--- src/rtl/alu_op_sequencer_pkg.sv ---
// Shared opcode encodings and FSM state type for the ALU op sequencer.
// Opcode 0 is the ALU no-op and is therefore not a legal request.
package alu_op_sequencer_pkg;

    localparam int DEF_WIDTH    = 32;
    localparam int DEF_ITER_CNT = 32;

    localparam logic [4:0] OP_NOT  = 5'd1;
    localparam logic [4:0] OP_AND  = 5'd2;
    localparam logic [4:0] OP_OR   = 5'd3;
    localparam logic [4:0] OP_ADD  = 5'd4;
    localparam logic [4:0] OP_SUB  = 5'd5;
    localparam logic [4:0] OP_NEG  = 5'd6;
    localparam logic [4:0] OP_SHL  = 5'd7;
    localparam logic [4:0] OP_SHR  = 5'd8;
    localparam logic [4:0] OP_ROL  = 5'd9;
    localparam logic [4:0] OP_ROR  = 5'd10;
    localparam logic [4:0] OP_SHRA = 5'd11;
    localparam logic [4:0] OP_SHLA = 5'd12;
    localparam logic [4:0] OP_MUL  = 5'd13;
    localparam logic [4:0] OP_DIV  = 5'd14;

    typedef enum logic [1:0] {
        ST_IDLE     = 2'd0,
        ST_DISPATCH = 2'd1,
        ST_ITER     = 2'd2,
        ST_DONE     = 2'd3
    } seq_state_e;

    function automatic logic is_single_cycle(input logic [4:0] op);
        return (op >= OP_NOT) && (op <= OP_SHLA);
    endfunction

endpackage

--- src/rtl/alu_iterative_muldiv.sv ---
// Iterative signed MUL (shift-add) / DIV (restoring) on operand magnitudes,
// one step per clock; signs are re-applied combinationally on the outputs.
module alu_iterative_muldiv #(
    parameter int WIDTH    = 32,
    parameter int ITER_CNT = 32
) (
    input  logic             i_clock,
    input  logic             i_reset_n,
    input  logic             i_start,
    input  logic             i_is_div,
    input  logic [WIDTH-1:0] i_a,
    input  logic [WIDTH-1:0] i_b,
    output logic             o_done,
    output logic [WIDTH-1:0] o_hi,
    output logic [WIDTH-1:0] o_lo
);
    localparam int CW = $clog2(ITER_CNT + 1);

    logic [WIDTH-1:0]   r_hi;
    logic [WIDTH-1:0]   r_lo;
    logic [WIDTH-1:0]   r_m;
    logic [CW-1:0]      r_cnt;
    logic               r_is_div;
    logic               r_neg_q;
    logic               r_neg_r;

    logic [WIDTH-1:0]   w_abs_a;
    logic [WIDTH-1:0]   w_abs_b;
    logic [WIDTH:0]     w_sum;
    logic [WIDTH:0]     w_shift;
    logic [WIDTH:0]     w_diff;
    logic [2*WIDTH-1:0] w_prod;

    always_comb begin
        w_abs_a = i_a[WIDTH-1] ? -i_a : i_a;
        w_abs_b = i_b[WIDTH-1] ? -i_b : i_b;
        w_sum   = {1'b0, r_hi} + (r_lo[0] ? {1'b0, r_m} : '0);
        w_shift = {r_hi, r_lo[WIDTH-1]};
        w_diff  = w_shift - {1'b0, r_m};
        w_prod  = r_neg_q ? -{r_hi, r_lo} : {r_hi, r_lo};
    end

    always_ff @(posedge i_clock or negedge i_reset_n) begin
        if (!i_reset_n) begin
            r_hi     <= '0;
            r_lo     <= '0;
            r_m      <= '0;
            r_cnt    <= '0;
            r_is_div <= 1'b0;
            r_neg_q  <= 1'b0;
            r_neg_r  <= 1'b0;
        end else if (i_start) begin
            r_hi     <= '0;
            r_lo     <= w_abs_a;
            r_m      <= w_abs_b;
            r_cnt    <= CW'(ITER_CNT);
            r_is_div <= i_is_div;
            r_neg_q  <= i_a[WIDTH-1] ^ i_b[WIDTH-1];
            r_neg_r  <= i_a[WIDTH-1];
        end else if (r_cnt != '0) begin
            r_cnt <= r_cnt - 1'b1;
            if (r_is_div) begin
                // Restoring step: keep the trial subtraction only if it did not borrow.
                if (!w_diff[WIDTH]) begin
                    r_hi <= w_diff[WIDTH-1:0];
                    r_lo <= {r_lo[WIDTH-2:0], 1'b1};
                end else begin
                    r_hi <= w_shift[WIDTH-1:0];
                    r_lo <= {r_lo[WIDTH-2:0], 1'b0};
                end
            end else begin
                r_hi <= w_sum[WIDTH:1];
                r_lo <= {w_sum[0], r_lo[WIDTH-1:1]};
            end
        end
    end

    always_comb begin
        o_done = (r_cnt == '0);
        o_hi   = w_prod[2*WIDTH-1:WIDTH];
        o_lo   = w_prod[WIDTH-1:0];
        if (r_is_div) begin
            o_hi = r_neg_r ? -r_hi : r_hi;
            o_lo = r_neg_q ? -r_lo : r_lo;
        end
    end

endmodule

--- src/rtl/alu_op_sequencer.sv ---
// ALU front-end: accepts one op per handshake, dispatches single-cycle ops to the
// external ALU, runs MUL/DIV iteratively, and holds the result until consumed.
//  state    | meaning
//  IDLE     | ready for a request
//  DISPATCH | op/operands driven to ALU, waiting for alu_finished
//  ITER     | MUL/DIV stepping in alu_iterative_muldiv
//  DONE     | result valid, waiting for res_ready
module alu_op_sequencer
    import alu_op_sequencer_pkg::*;
#(
    parameter int WIDTH    = DEF_WIDTH,
    parameter int ITER_CNT = DEF_ITER_CNT
) (
    input  logic               i_clock,
    input  logic               i_reset_n,
    input  logic               i_req_valid,
    output logic               o_req_ready,
    input  logic [4:0]         i_req_op,
    input  logic [WIDTH-1:0]   i_req_a,
    input  logic [WIDTH-1:0]   i_req_b,
    input  logic               i_flush,
    output logic [4:0]         o_alu_op,
    output logic [WIDTH-1:0]   o_alu_a,
    output logic [WIDTH-1:0]   o_alu_b,
    input  logic [2*WIDTH-1:0] i_alu_out,
    input  logic               i_alu_finished,
    output logic               o_res_valid,
    input  logic               i_res_ready,
    output logic [2*WIDTH-1:0] o_res_data,
    output logic               o_res_div0,
    output logic               o_res_illegal,
    output logic               o_busy
);
    seq_state_e         r_state;
    logic               r_req_ready;
    logic               r_res_valid;
    logic [2*WIDTH-1:0] r_res_data;
    logic               r_div0;
    logic               r_illegal;
    logic [4:0]         r_alu_op;
    logic [WIDTH-1:0]   r_alu_a;
    logic [WIDTH-1:0]   r_alu_b;
    logic               r_busy;

    logic               w_accept;
    logic               w_b_zero;
    logic               w_md_start;
    logic               w_md_done;
    logic [WIDTH-1:0]   w_md_hi;
    logic [WIDTH-1:0]   w_md_lo;

    assign w_accept   = (r_state == ST_IDLE) && i_req_valid;
    assign w_b_zero   = (i_req_b == '0);
    assign w_md_start = w_accept && ((i_req_op == OP_MUL) || ((i_req_op == OP_DIV) && !w_b_zero));

    alu_iterative_muldiv #(
        .WIDTH    (WIDTH),
        .ITER_CNT (ITER_CNT)
    ) u_muldiv (
        .i_clock   (i_clock),
        .i_reset_n (i_reset_n),
        .i_start   (w_md_start),
        .i_is_div  (i_req_op == OP_DIV),
        .i_a       (i_req_a),
        .i_b       (i_req_b),
        .o_done    (w_md_done),
        .o_hi      (w_md_hi),
        .o_lo      (w_md_lo)
    );

    always_ff @(posedge i_clock or negedge i_reset_n) begin
        if (!i_reset_n) begin
            r_state     <= ST_IDLE;
            r_req_ready <= 1'b1;
            r_res_valid <= 1'b0;
            r_res_data  <= '0;
            r_div0      <= 1'b0;
            r_illegal   <= 1'b0;
            r_alu_op    <= '0;
            r_alu_a     <= '0;
            r_alu_b     <= '0;
            r_busy      <= 1'b0;
        end else if (i_flush && (r_state != ST_IDLE)) begin
            r_state     <= ST_IDLE;
            r_req_ready <= 1'b1;
            r_res_valid <= 1'b0;
            r_alu_op    <= '0;
            r_alu_a     <= '0;
            r_alu_b     <= '0;
            r_busy      <= 1'b0;
        end else begin
            case (r_state)
                ST_IDLE: begin
                    if (w_accept) begin
                        r_req_ready <= 1'b0;
                        r_busy      <= 1'b1;
                        r_div0      <= 1'b0;
                        r_illegal   <= 1'b0;
                        if (is_single_cycle(i_req_op)) begin
                            r_state  <= ST_DISPATCH;
                            r_alu_op <= i_req_op;
                            r_alu_a  <= i_req_a;
                            r_alu_b  <= i_req_b;
                        end else if (w_md_start) begin
                            r_state <= ST_ITER;
                        end else if (i_req_op == OP_DIV) begin
                            r_state     <= ST_DONE;
                            r_res_valid <= 1'b1;
                            r_res_data  <= {i_req_a, {WIDTH{1'b1}}};
                            r_div0      <= 1'b1;
                        end else begin
                            r_state     <= ST_DONE;
                            r_res_valid <= 1'b1;
                            r_res_data  <= '0;
                            r_illegal   <= 1'b1;
                        end
                    end
                end
                ST_DISPATCH: begin
                    if (i_alu_finished) begin
                        r_state     <= ST_DONE;
                        r_res_valid <= 1'b1;
                        r_res_data  <= i_alu_out;
                        r_alu_op    <= '0;
                        r_alu_a     <= '0;
                        r_alu_b     <= '0;
                    end
                end
                ST_ITER: begin
                    if (w_md_done) begin
                        r_state     <= ST_DONE;
                        r_res_valid <= 1'b1;
                        r_res_data  <= {w_md_hi, w_md_lo};
                    end
                end
                ST_DONE: begin
                    if (i_res_ready) begin
                        r_state     <= ST_IDLE;
                        r_res_valid <= 1'b0;
                        r_req_ready <= 1'b1;
                        r_busy      <= 1'b0;
                    end
                end
                default: r_state <= ST_IDLE;
            endcase
        end
    end

    assign o_req_ready   = r_req_ready;
    assign o_res_valid   = r_res_valid;
    assign o_res_data    = r_res_data;
    assign o_res_div0    = r_div0;
    assign o_res_illegal = r_illegal;
    assign o_alu_op      = r_alu_op;
    assign o_alu_a       = r_alu_a;
    assign o_alu_b       = r_alu_b;
    assign o_busy        = r_busy;

endmodule
--- config.mk ---
export PLATFORM = sky130hd
export DESIGN_NAME = alu_op_sequencer
export DESIGN_NICKNAME = d
export VERILOG_FILES = /design/src/rtl/alu_op_sequencer_pkg.sv /design/src/rtl/alu_iterative_muldiv.sv /design/src/rtl/alu_op_sequencer.sv
export SDC_FILE = /design/constraint.sdc
export NUM_CORES = 1
export LEC_CHECK = 0
export BUFFER_PORTS_ARGS = -buffer_cell sky130_fd_sc_hd__buf_2
export CORE_UTILIZATION = 50
export DETAILED_ROUTE_END_ITERATION = 8
export PLACE_DENSITY = 0.76
export REMOVE_ABC_BUFFERS = 1
export SKIP_CTS_REPAIR_TIMING = 1
export SLEW_MARGIN = 20
export SYNTH_ARGS = -nofsm -noshare
export SYNTH_HDL_FRONTEND = slang
export SYNTH_SLANG_ARGS = --single-unit
--- constraint.sdc ---
create_clock -name i_clock -period 5.4 [get_ports i_clock]
set_input_delay 1.08 -clock i_clock [delete_from_list [all_inputs] [get_ports i_clock]]
set_output_delay 1.08 -clock i_clock [all_outputs]
set_load 0.01 [all_outputs]
==> flow_summary.html <==
<table>
<tr><th>Metric</th><th>Value</th></tr>
<tr><th colspan="2">Drt</th></tr>
<tr><td>Count of TritonRoute iterations in the first routing pass</td><td>7</td></tr>
<tr><td>Vias</td><td>roughly 18000</td></tr>
<tr><td>Via density per instance</td><td>6.139</td></tr>
<tr><td>Total DRC errors in the routed layout</td><td>0</td></tr>
<tr><td>Detail Route Antenna Nets</td><td>0</td></tr>
<tr><td>1st-iter DRT viols</td><td>approximately 1600</td></tr>
<tr><td>Routed WL per cell</td><td>20.60 um</td></tr>
<tr><td>Routed WL</td><td>59080 um</td></tr>
<tr><th colspan="2">Power and ir drop</th></tr>
<tr><td>Pint</td><td>between 7 and 8 mW</td></tr>
<tr><td>Post-layout power</td><td>approximately 15 mW</td></tr>
<tr><td>Combinational cell fraction of total power</td><td>between 60% and 70%</td></tr>
<tr><td>Flop pwr share</td><td>about a quarter</td></tr>
<tr><td>Net switching power</td><td>about 7.8 mW</td></tr>
<tr><td>Static leakage</td><td>roughly 9.5 nW</td></tr>
<tr><td>Total power divided by cell area</td><td>754.8 mW/mm2</td></tr>
<tr><td>Part of the total power dissipated in the clock network</td><td>about an eighth</td></tr>
<tr><td>Switch share</td><td>between 50% and 60%</td></tr>
<tr><td>Largest voltage drop on the vdd net</td><td>about 330 uV</td></tr>
<tr><th colspan="2">Logic synthesis</th></tr>
<tr><td>Sequential-to-total area share from yosys stat</td><td>between 30% and 40%</td></tr>
<tr><td>Number of instances in the synthesized netlist</td><td>2181</td></tr>
<tr><td>Area fraction of the dominant cell type after synthesis</td><td>about a third</td></tr>
<tr><td>Synth Cell Area</td><td>between 0.015 and 0.02 mm2</td></tr>
<tr><td>Most used flip-flop cell after synthesis</td><td>dfrtp_1</td></tr>
<tr><td>Asr flop ratio synth</td><td>100.0%</td></tr>
<tr><td>Top post-synthesis cells by area</td><td>dfrtp_1 (34%), o21ai_0 (7.7%), nand2_1 (7.6%)</td></tr>
<tr><td>Synth top cells by count</td><td>nand2_1 (359), o21ai_0 (274), dfrtp_1 (244), nor2_1 (144), clkbuf_1 (123)</td></tr>
<tr><td>Cell with the most instances after synthesis</td><td>nand2_1</td></tr>
<tr><td>Yosys warning total</td><td>0</td></tr>
<tr><td>Distinct cell type count of the synthesized netlist</td><td>76</td></tr>
<tr><td>Mean instance size in the synthesized netlist</td><td>between 8 and 9 um2</td></tr>
<tr><td>Post-synthesis cell type with the largest combined area</td><td>dfrtp_1</td></tr>
<tr><td>Number of flip-flops and latches in the synthesized netlist</td><td>245</td></tr>
<tr><td>Number of enable flip-flop cells after synthesis</td><td>0</td></tr>
<tr><th colspan="2">Clock network</th></tr>
<tr><td>Clock tree from TritonCTS</td><td>done</td></tr>
<tr><td>Clk sink count</td><td>roughly 250</td></tr>
<tr><td>Inserted Clock Buffers</td><td>29</td></tr>
<tr><td>H-tree depth</td><td>1</td></tr>
<tr><td>Library cell used as clock root buffer</td><td>clkbuf_16</td></tr>
<tr><td>Clk slew on worst S/H paths</td><td>60 ps</td></tr>
<tr><td>Insertion delay to the later sink of the worst-skew pair</td><td>about 560 ps</td></tr>
<tr><td>Bufs on Longest Clock Path</td><td>3</td></tr>
<tr><th colspan="2">Floorplan</th></tr>
<tr><td>Initial core utilization</td><td>between 50 and 60%</td></tr>
<tr><td>Die outline width</td><td>approximately 190 um</td></tr>
<tr><td>Area of the die</td><td>between 0.03 and 0.04 mm2</td></tr>
<tr><td>Height of the chip</td><td>around 190 um</td></tr>
<tr><td>Rows</td><td>between 60 and 70</td></tr>
<tr><td>Standard cell core area</td><td>between 0.03 and 0.04 mm2</td></tr>
<tr><td>Ports placed on the boundary</td><td>between 200 and 300</td></tr>
<tr><th colspan="2">STA</th></tr>
<tr><td>Top achievable clock speed</td><td>roughly 240 MHz</td></tr>
<tr><td>Endpoints failing hold</td><td>0</td></tr>
<tr><td>Final-report setup violation count</td><td>0</td></tr>
<tr><td>Final period util</td><td>about four fifths</td></tr>
<tr><td>Setup repair after global routing missed its margin</td><td>false</td></tr>
<tr><td>Max-Slew Margin vs Limit</td><td>27.28%</td></tr>
<tr><td>Final critical delay including setup and external delays</td><td>4249 ps</td></tr>
<tr><td>Transition time at the pin with the least slew margin</td><td>1088 ps</td></tr>
<tr><td>Max-slew violation count</td><td>0</td></tr>
<tr><td>Clock skew</td><td>slightly below 8 ps</td></tr>
<tr><th colspan="2">Critical path</th></tr>
<tr><td>Buf/Inv on CP</td><td>2</td></tr>
<tr><td>Path type of the worst setup path</td><td>reg -&gt; reg</td></tr>
<tr><td>Crit path largest cell delay</td><td>between 700 and 800 ps</td></tr>
<tr><td>Largest delay share family, worst path</td><td>compound AO/OA/AOI/OAI gates</td></tr>
<tr><td>Reg2Reg Launch Point</td><td>u_muldiv.r_lo[0]</td></tr>
<tr><td>Capturing element type of the critical path</td><td>flop</td></tr>
<tr><td>Worst setup SP type</td><td>flop</td></tr>
<tr><td>Worst setup path startpoint</td><td>u_muldiv.r_lo[0]</td></tr>
<tr><td>Worst Path Required</td><td>~5800 ps</td></tr>
<tr><td>CP max-delay cell</td><td>o21ai_0</td></tr>
<tr><td>Critical Path AT</td><td>4680 ps</td></tr>
<tr><td>Critical path fanouts, max</td><td>14</td></tr>
<tr><td>Critical-path cell list</td><td>inv_1 -&gt; buf_4 -&gt; nor2_1 -&gt; ha_1 -&gt; o211ai_1 -&gt; a21oi_1 -&gt; o31a_1 -&gt; o21ai_0 -&gt; o211ai_1 -&gt; nand3_1 -&gt; a21oi_1 -&gt; xor2_1 -&gt; a221o_1</td></tr>
<tr><th colspan="2">GRT</th></tr>
<tr><td>Largest net degree at the start of global routing</td><td>120</td></tr>
<tr><td>Aggregate global routing overflow</td><td>0</td></tr>
<tr><td>Global-route total usage across every layer</td><td>approximately 32%</td></tr>
<tr><td>Vias in the first global route</td><td>17050</td></tr>
<tr><td>Global-route wire length before repair</td><td>between 90000 and 100000 um</td></tr>
<tr><td>Number of antenna violations at the first check in global routing</td><td>1</td></tr>
<tr><th colspan="2">Hold path</th></tr>
<tr><td>Hold Crit Class</td><td>in -&gt; async</td></tr>
<tr><th colspan="2">Status</th></tr>
<tr><td>Status</td><td>finished clean</td></tr>
<tr><th colspan="2">Finish</th></tr>
<tr><td>Fraction of final layout cells with drive strength greater than 1</td><td>around 17%</td></tr>
<tr><td>Multi-input combinational cell area</td><td>0.01087 mm2</td></tr>
<tr><td>Synthesis-to-layout area growth</td><td>15.34%</td></tr>
<tr><td>Sequential Area</td><td>between 0.006 and 0.007 mm2</td></tr>
<tr><td># fillers</td><td>3165</td></tr>
<tr><td>Number of nets in the final layout</td><td>about 2600</td></tr>
<tr><td>Final Non-Filler Cells</td><td>between 2000 and 3000</td></tr>
<tr><th colspan="2">Placed design</th></tr>
<tr><td>Number of port buffers</td><td>approximately 280</td></tr>
<tr><td>Routability Congestion</td><td>about 0.97</td></tr>
<tr><td>Number of placed instances, taps included</td><td>~2800</td></tr>
<tr><td>HPWL after detailed placement</td><td>roughly 45000 um</td></tr>
<tr><th colspan="2">Run</th></tr>
<tr><td>Count of max-cap constraint violations</td><td>0</td></tr>
</table>
## registers in the layout, indices dropped and copies added, names as in the netlist
signal	cells
o_res_data	64
o_alu_a	32
o_alu_b	32
u_muldiv.r_hi	32
u_muldiv.r_lo	32
u_muldiv.r_m	32
u_muldiv.r_cnt	6
o_alu_op	5
r_state	2
o_busy	1
o_req_ready	1
o_res_div0	1
o_res_illegal	1
o_res_valid	1
u_muldiv.r_is_div	1
u_muldiv.r_neg_q	1
u_muldiv.r_neg_r	1
## power by group through the flow
stage	clock network (mW)	registers, mW	logic, mW
after global routing	2.07	3.73	10.8
after CTS	2.02	3.60	9.68
final	1.99	3.64	9.84
after global placement	0	3.59	9.43
after floorplan	0	3.57	6.59
after detailed placement	0	3.62	9.64
## routing by layer
metal  share of wire [%]  track usage, %
met3                 7.0           3.901
met2                  47           54.03
met4                 4.9           15.60
met5                   0               0
met1                  41           41.40
## layout by cell type, fill, tap and decap left out, types with 24 or more instances in the layout
cell	n
or3_1	24
a221oi_1	25
o31ai_1	49
clkbuf_16	29
nor3_1	37
mux2i_1	49
buf_4	37
a21o_1	28
xnor2_1	81
o211ai_1	48
ha_1	75
dfrtp_1	243
nand2_1	359
o21ai_0	274
inv_1	70
nor2_1	142
a21oi_1	104
nand3_1	33
a222oi_1	26
xor2_1	90
buf_2	275
## layout make-up
cell class	count	share of cell area [%]
clock buffer	41	4.104
antenna	3	0.03664
inverter	70	1.282
multi-input combinational	1729	53.03
tap	455	2.779
sequential	245	29.94
clock inverter	11	0.5863
timing repair buffer	314	8.244
## per-stage QoR
stage                     setup WS (ps)  setup TNS, ps  utilization (%)  area [um2]  hold slack [ps]
after floorplan                   -5342        -414900                -       17220            449.8
after global placement            977.9              0            56.23       19520            456.9
after detailed placement          905.8              0            56.23       19520            459.5
after CTS                          1245              0            59.00       20480            472.4
after global routing               1047              0            59.01       20480            490.0
final                              1151              0            59.02       20490            470.6
## worst paths after layout
kind	to	slack [ps]	cells after the start
min in group i_clock	o_res_data[33]	470	1
worst min register to register	o_res_data[33]	470	1
worst max register to register	u_muldiv.r_hi[29]	1150	13
worst min-delay path	o_res_data[29]	470	1
max in group asynchronous	u_muldiv.r_is_div	3670	2
worst max-delay path	u_muldiv.r_hi[29]	1150	13
## kinds of logic after synthesis
logic type | after synthesis | synth area share, %
xor+xnor | 171 | 8.431
simple gates | 724 | 18.38
compound gates | 699 | 25.29
flops | 245 | 34.52
mux | 58 | 3.332
fa+ha+maj | 77 | 5.508
buf+inv | 207 | 4.529
No activity file was read; power rests on OpenSTA's default activity.
